[config.mk]
export PLATFORM = sky130hd
export DESIGN_NAME = prog_countdown_timer
export DESIGN_NICKNAME = d
export VERILOG_FILES = /design/src/rtl/prog_countdown_timer.sv
export SDC_FILE = /design/constraint.sdc
export NUM_CORES = 1
export LEC_CHECK = 0
export CORE_UTILIZATION = 45
export DETAILED_ROUTE_END_ITERATION = 8
export PLACE_DENSITY = 0.72
export SYNTH_ARGS = -nofsm -noshare
export SYNTH_HDL_FRONTEND = slang
export SYNTH_SLANG_ARGS = --single-unit
[constraint.sdc]
create_clock -name Clock -period 2.3 [get_ports Clock]
set_clock_uncertainty 0.15 [all_clocks]
set_input_delay 0.46 -clock Clock [delete_from_list [all_inputs] [get_ports Clock]]
set_output_delay 0.46 -clock Clock [all_outputs]
set_load 0.02 [all_outputs]
[src/rtl/prog_countdown_timer.sv]
// Run-time programmable countdown timer with prescaler, one-shot/periodic mode,
// registered terminal-count strobe and sticky interrupt flag.
module prog_countdown_timer #(
    parameter int unsigned      WIDTH          = 32,
    parameter int unsigned      PRESCALE_WIDTH = 8,
    parameter logic [WIDTH-1:0] DEFAULT_LOAD   = WIDTH'(50_000_000 - 1)
) (
    input  logic                      Clock,
    input  logic                      ResetN,
    input  logic                      Start,
    input  logic                      Stop,
    input  logic                      Enable,
    input  logic [WIDTH-1:0]          LoadValue,
    input  logic [PRESCALE_WIDTH-1:0] Prescale,
    input  logic                      Periodic,
    input  logic                      IrqClear,
    output logic [WIDTH-1:0]          Count,
    output logic                      Running,
    output logic                      Pulse,
    output logic                      Irq
);

    typedef enum logic {
        IDLE,
        RUN
    } state_t;

    state_t                    state;
    logic [WIDTH-1:0]          reload;
    logic [PRESCALE_WIDTH-1:0] pre_max;
    logic [PRESCALE_WIDTH-1:0] pre_cnt;
    logic                      mode;
    logic                      tick;
    logic                      terminal;

    // A tick only happens on an undisturbed, enabled RUN cycle; Stop/Start suppress it.
    always_comb begin
        tick     = (state == RUN) && !Stop && !Start && Enable && (pre_cnt == pre_max);
        terminal = tick && (Count == '0);
    end

    always_ff @(posedge Clock or negedge ResetN) begin
        if (!ResetN) begin
            state   <= IDLE;
            Count   <= DEFAULT_LOAD;
            reload  <= DEFAULT_LOAD;
            pre_cnt <= '0;
            pre_max <= '0;
            mode    <= 1'b0;
            Running <= 1'b0;
            Pulse   <= 1'b0;
            Irq     <= 1'b0;
        end else begin
            Pulse <= terminal;
            if (terminal) begin
                Irq <= 1'b1;
            end else if (IrqClear) begin
                Irq <= 1'b0;
            end

            case (state)
                IDLE: begin
                    if (Start && !Stop) begin
                        Count   <= LoadValue;
                        reload  <= LoadValue;
                        pre_max <= Prescale;
                        mode    <= Periodic;
                        pre_cnt <= '0;
                        state   <= RUN;
                        Running <= 1'b1;
                    end
                end
                RUN: begin
                    if (Stop) begin
                        state   <= IDLE;
                        Running <= 1'b0;
                    end else if (Start) begin
                        Count   <= LoadValue;
                        reload  <= LoadValue;
                        pre_max <= Prescale;
                        mode    <= Periodic;
                        pre_cnt <= '0;
                    end else if (Enable) begin
                        if (pre_cnt != pre_max) begin
                            pre_cnt <= pre_cnt + 1'b1;
                        end else begin
                            pre_cnt <= '0;
                            if (Count != '0) begin
                                Count <= Count - 1'b1;
                            end else if (mode) begin
                                Count <= reload;
                            end else begin
                                state   <= IDLE;
                                Running <= 1'b0;
                            end
                        end
                    end
                end
            endcase
        end
    end

endmodule

==> flow_summary.toml, run 1 <==
[clock_network]
clk_latency_ns = 0.37
clk_pin_slew_ns = 0.08
clockBufferDepth = 2
tritoncts = "yes"
cts.sinks = 85
cts_root_buffer = "clkbuf_8"
cts_inserted_buffers = 9
htreeDepth = 3

[global_route]
grt_max_degree = 37
grt_first_pass_wirelength_um = 22900
grt-ovfl-total = 0
antenna_found_initial = 0
grt_pass1_vias = 4650
grt_usage = 0.266

[synthesis]
yosys_register_bits = 85
synth_nets = 534
netlist_instances = 484
synth_compound_area_frac = 0.186
synthFlopType = "dfrtp_1"
synth_area_um2 = 4730
syn_avg_cell_area_um2 = 9.78
ys_async_sr_fraction = 1.00
ys_types = 61
synth_top_family_by_area = "compound AO/OA/AOI/OAI gates"
ys_seq_area_frac = 0.459
synthMuxAreaShare = 0.0949
synth-xor-area-share = 0.0351
synth_warnings = 0
synth-edff-count = 0
synth-adder-area-share = 0.00793
yosys.area_share.simple = 0.183

[cells_and_area]
mostFrequentLayoutCell = "buf_4"
area_growth_syn_to_layout_pct = 55.0
layout_common_cells = "buf_4 (101), clkdlybuf4s50_1 (69), dfrtp_1 (46)"
fin_util = 0.714
fin_nets = 719
drive_gt1_frac = 0.453
num_antenna_cells = 0

[worst_hold_path]
hold_path.class = "flop to flop"

[timing]
final_hold_viol_count = 0
fin_crit_ns = 2.40
slew_headroom = 0.680
period_share = 1.04
rsz0062_at_grt = "true"
worst_pin_slew_ns = 0.480
finalMaxSlewViolations = 0
finalSetupViolCount = 22
max_freq_mhz = 417
setup_ws_ns = -0.0989

[floorplanning]
pin_count = 82
die_w_um = 105
start_util = 0.461
die_height_um = 105
dieArea_um2 = 10900
core-area_um2 = 10300
rows = 37

[power_and_ir_drop]
power_w = 0.00476
power_frac_clock = 0.218
comb_power_share = 0.358
netSwitchingPower_w = 0.00159
power_density_nw_per_um2 = 649
intPower_w = 0.00317
p_leak_nw = 3.01
pwr-share-seq = 0.424
irDropWorstVdd_v = 0.000339
switching_share = 0.334

[outcome]
status = "complete, but fails checks"
violations = "setup timing"

[route]
drc = 0
first_iter_violations = 331
vias_per_cell = 5.83
dr.pass1.iters = 5
ant_nets = 0
wl_per_cell_um = 18.7
wl_um = 15200
vias = 4726

[critical_path]
required_ns = 2.41
path_max_fanout = 5
endpoint_kind = "flop"
arrival_ns = 2.50
cpPeakStageDelay_ns = 0.55
path_cells = "or4_4, nor4_4, buf_4, nand4b_4, or3_1, a31oi_1, o21ai_1"
slowest_stage = "or4_4"
crit_type = "flop to flop"
cp-start-kind = "flop"

[place]
post-dp-hpwl_um = 9880
place_congestion = 0.887
io_buffers = 81

[job]
cap_viol_max_count = 0
==> Yosys cell counts, types with 3 or more instances <==
cell | count | area share
dfrtp_1 | 49 | 0.26
a21oi_1 | 41 | 0.043
mux2_2 | 39 | 0.093
nand2_1 | 37 | 0.029
dfstp_2 | 36 | 0.20
o21ai_0 | 36 | 0.038
nor2_1 | 35 | 0.028
nor3_1 | 19 | 0.020
clkbuf_1 | 18 | 0.014
nand3_1 | 14 | 0.015
o211ai_1 | 12 | 0.019
xor2_1 | 11 | 0.020
a211oi_1 | 8 | 0.013
inv_1 | 8 | 0.0063
nor4_1 | 8 | 0.011
xnor2_1 | 8 | 0.015
o2bb2ai_1 | 7 | 0.013
buf_2 | 6 | 0.0063
o22ai_1 | 6 | 0.0079
or3_1 | 6 | 0.0079
a31oi_1 | 5 | 0.0066
and3_1 | 5 | 0.0066
or4_1 | 5 | 0.0079
a21o_1 | 4 | 0.0063
buf_1 | 4 | 0.0032
nor3b_1 | 4 | 0.0063
o21ai_1 | 4 | 0.0042
a22o_1 | 3 | 0.0056
ha_1 | 3 | 0.0079
nor2b_1 | 3 | 0.0040
==> sequential cells by signal, indices dropped and copies added (netlist names) <==
| register | flops |
|---|---|
| mode | 1 |
| Pulse | 1 |
| reload | 32 |
| Irq | 1 |
| pre_max | 8 |
| pre_cnt | 8 |
| Count | 32 |
| state | 1 |
| Running | 1 |
==> critical path: cells and delay by family (launching register included) <==
kind | cells | cell delay [ns]
and+or+nand+nor | 4 | 1.29
AOI/OAI and AO/OA | 2 | 0.25
DFF | 1 | 0.40
buffers and inverters | 1 | 0.18
==> cell type report <==
| cell class | count | area, um^2 |
|---|---|---|
| inverters | 8 | 30.0 |
| well taps | 136 | 170 |
| clock buffers | 14 | 143 |
| multi-input cells | 361 | 2870 |
| flip-flops and latches | 85 | 2180 |
| repair buffers | 204 | 1920 |
| clock inverters | 2 | 35.0 |
| fillers | 708 | 2940 |
==> cell families after synthesis <==
logic type / after synthesis
compound gates: 142
xor+xnor: 19
fa+ha+maj: 3
buf+inv: 38
flops: 85
mux: 40
simple gates: 157
==> metal layers <==
metal | vias up | wire length, um | global-route usage
li1 | 2166 | - | -
met1 | 2322 | 6300 | 0.345
met2 | 197 | 7500 | 0.439
met3 | 41 | 936 | 0.0449
met4 | 0 | 439 | 0.116
met5 | - | 0 | 0
==> path summary, 6_finish.rpt <==
kind / slack (ns) / endpoint / from / depth (start not counted)
worst max-delay path: -0.1 / Count[31]$_DFFE_PN0P_ / Count[3]$_DFFE_PN1P_ / 7
worst min-delay path: 0.34 / Irq$_DFFE_PN0P_ / Irq$_DFFE_PN0P_ / 1
worst max register to register: -0.1 / Count[31]$_DFFE_PN0P_ / Count[3]$_DFFE_PN1P_ / 7
worst min register to register: 0.34 / Irq$_DFFE_PN0P_ / Irq$_DFFE_PN0P_ / 1
max in group asynchronous: 0.84 / Count[6]$_DFFE_PN1P_ / ResetN / 3
min in group asynchronous: 0.45 / Count[18]$_DFFE_PN0P_ / ResetN / 2
==> power by group through the flow <==
stage	Clock [W]	Combinational, W	Sequential, W
2_1_floorplan	0	0.000525	0.00219
3_3_place_gp	0	0.00145	0.00201
3_5_place_dp	0	0.00148	0.00202
4_1_cts	0.00105	0.00152	0.00200
5_1_grt	0.00112	0.00182	0.00204
6_report	0.00104	0.00171	0.00202
==> through the flow <==
stage	hold WS (ns)	area (um^2)	std cells	worst slack, ns	TNS, ns
finish	0.345	7340	810	-0.0989	-0.949
CTS	0.346	6730	791	-0.0713	-0.0956
floorplan	0.0144	4780	484	-0.0738	-0.199
global route	0.365	7340	810	-0.197	-3.11
detailed placement	0.307	6430	767	-0.248	-4.48
global placement	0.299	6430	767	-0.142	-1.84
==> repair_timing <==
item / in CTS / in global routing
setup endpoints to repair: 30 / 39
buffers inserted: 6 / 18
hold buffers: 1 / 0
gates resized for setup: 18 / 106
pin swaps: 4 / 29
endpoints found under the hold margin: 25 / 0
gates cloned: 1 / 3
(Power assumes the default switching activity.)
==> inputs of run 2 (changes only) <==
--- a/config.mk
+++ b/config.mk
@@ -5,9 +5,10 @@
 export SDC_FILE = /design/constraint.sdc
 export NUM_CORES = 1
 export LEC_CHECK = 0
+export CORE_ASPECT_RATIO = 0.9
 export CORE_UTILIZATION = 45
 export DETAILED_ROUTE_END_ITERATION = 8
-export PLACE_DENSITY = 0.72
+export DONT_BUFFER_PORTS = 1
 export SYNTH_ARGS = -nofsm -noshare
 export SYNTH_HDL_FRONTEND = slang
 export SYNTH_SLANG_ARGS = --single-unit
==> flow_summary.toml, run 2 (synthesis gave the netlist of run 1 again) <==
[floorplanning]
die_w_um = 110
pin_count = 82
start_util = 0.462
die_height_um = 99.3
rows = 35
dieArea_um2 = 10900
core-area_um2 = 10200

[power_and_ir_drop]
netSwitchingPower_w = 0.00152
switching_share = 0.313
irDropWorstVdd_v = 0.000673
pwr-share-seq = 0.416
power_frac_clock = 0.313
p_leak_nw = 2.58
comb_power_share = 0.271
power_density_nw_per_um2 = 773
intPower_w = 0.00334

[place]
dp.cells = 672
place_ws_ns = -0.0753
placed_cell_area_um2 = 5560
place_congestion = 0.834
post-dp-hpwl_um = 8940
io_buffers = 0

[clock_network]
cts_inserted_buffers = 9
tritoncts = "yes"
cts.sinks = 85
htreeDepth = 3
clockBufferDepth = 2
clk_pin_slew_ns = 0.06
cts_root_buffer = "clkbuf_16"
clk_latency_ns = 0.34

[cells_and_area]
drive_gt1_frac = 0.442
mostFrequentLayoutCell = "buf_4"
fin_nets = 618
fin_area_um2 = 6280
largestRegisters = "Count x32, reload x32"
num_antenna_cells = 0
area_growth_syn_to_layout_pct = 32.7
layout_common_cells = "buf_4 (89), dfrtp_1 (46), mux2_2 (39)"
fillers = 841
stdcell_count = 702

[critical_path]
path_max_fanout = 3
rr_endpoint = "Count[31]$_DFFE_PN0P_"
cp-start-kind = "flop"
required_ns = 2.37
cpPeakStageDelay_ns = 0.43
slowest_stage = "dfrtp_2"
path_cells = "or3_4, or3_4, or4_1, or3_1, a31oi_1, o21ai_1"
crit_type = "flop to flop"
cp_common_cell = "or3_4"
r2r_cells = 6
r2r_slack_ns = -0.08
endpoint_kind = "flop"
arrival_ns = 2.45
r2r-start = "Count[26]$_DFFE_PN0P_"

[route]
drc = 0
wl_per_cell_um = 19.6
ant_nets = 0
first_iter_violations = 302
vias = 4204
dr.pass1.iters = 4
vias_per_cell = 5.99
wl_um = 13700

[global_route]
grt_usage = 0.255
grt_pass1_vias = 4074
grt_first_pass_wirelength_um = 21100
grt-ovfl-total = 0
grt_max_degree = 86
antenna_found_initial = 0

[timing]
finalMaxSlewViolations = 0
worst_pin_slew_ns = 0.442
final_hold_viol_count = 85
max_freq_mhz = 421
setup_ws_ns = -0.0755
slew_headroom = 0.705
fin_crit_ns = 2.38
period_share = 1.03
finalSetupViolCount = 3
rsz0062_at_grt = "true"
timing.hold.ws_ns = -0.339

[outcome]
status = "complete, but fails checks"
violations = "hold timing, setup timing"

[worst_hold_path]
hold_path.class = "input port to async pin"

[job]
cap_viol_max_count = 0
-- run 2: cell types whose count changed in the layout (fill, tap and decap cells not counted), sizes merged --
cell	before	now
clkdlybuf4s50	69	0
buf	120	102
dlymetal6s2s	7	0
clkbuf	17	13
dlygate4sd2	4	0
clkinv	1	3
dlygate4sd3	1	0
-- run 2: timing repair --
item	4_1_cts	5_1_grt
pin swaps	4	15
endpoints found under the hold margin	85	85
gates resized for setup	6	55
setup endpoints to repair	21	35
buffers inserted	3	8
gates cloned	1	2
-- run 2: stage by stage --
step	total power (W)	utilization	setup TNS, ns
global placement	0.00315	0.543	-0.107
detailed placement	0.00319	0.543	-0.465
CTS	0.00473	0.581	-0.270
global route	0.00506	0.613	-1.79
finish	0.00486	0.613	-0.124
floorplan	0.00272	-	-0.199
-- run 2: critical path, delay by kind of cell (launching register included) --
family,cells,cell delay [ns]
AOI/OAI and AO/OA,2,0.25
DFF,1,0.43
and+or+nand+nor,4,1.42
-- run 2: layout make-up --
type                       count  area (um^2)  share of cell area
clock buffer                  12          267              0.0424
clock inverter                 4         45.0             0.00717
inverter                       8         30.0             0.00478
multi-input combinational    361         2700               0.430
sequential                    85         2180               0.346
tap                          129          161              0.0257
timing repair buffer         103          903               0.144
-- run 2: per-layer routing --
metal  track usage  part of all wire  vias to the layer above
met4        0.0820             0.016                        0
met3        0.0623             0.067                       15
met5             0                 0                        -
met2         0.401              0.47                      123
met1         0.345              0.45                     2099
li1              -                 -                     1967
-- run 2: how the worst max path moves through the flow --
| stage | start | to | slack [ns] |
|---|---|---|---|
| 5_1_grt | Count[12]$_DFFE_PN1P_ | Count[31]$_DFFE_PN0P_ | -0.19 |
| 3_5_place_dp | Count[12]$_DFFE_PN1P_ | Count[29]$_DFFE_PN0P_ | -0.08 |
| 2_1_floorplan | Count[26]$_DFFE_PN0P_ | Count[31]$_DFFE_PN0P_ | -0.07 |
| 6_report | Count[26]$_DFFE_PN0P_ | Count[31]$_DFFE_PN0P_ | -0.08 |
| 4_1_cts | Count[2]$_DFFE_PN1P_ | Count[31]$_DFFE_PN0P_ | -0.05 |
| 3_3_place_gp | Count[12]$_DFFE_PN1P_ | Count[31]$_DFFE_PN0P_ | -0.04 |
-- run 2: power groups by stage --
stage | registers (W) | clock network [W] | logic (W)
2_1_floorplan | 0.00219 | 0 | 0.000525
3_3_place_gp | 0.00201 | 0 | 0.00114
3_5_place_dp | 0.00202 | 0 | 0.00116
4_1_cts | 0.00200 | 0.00154 | 0.00119
5_1_grt | 0.00205 | 0.00160 | 0.00141
6_report | 0.00202 | 0.00152 | 0.00132
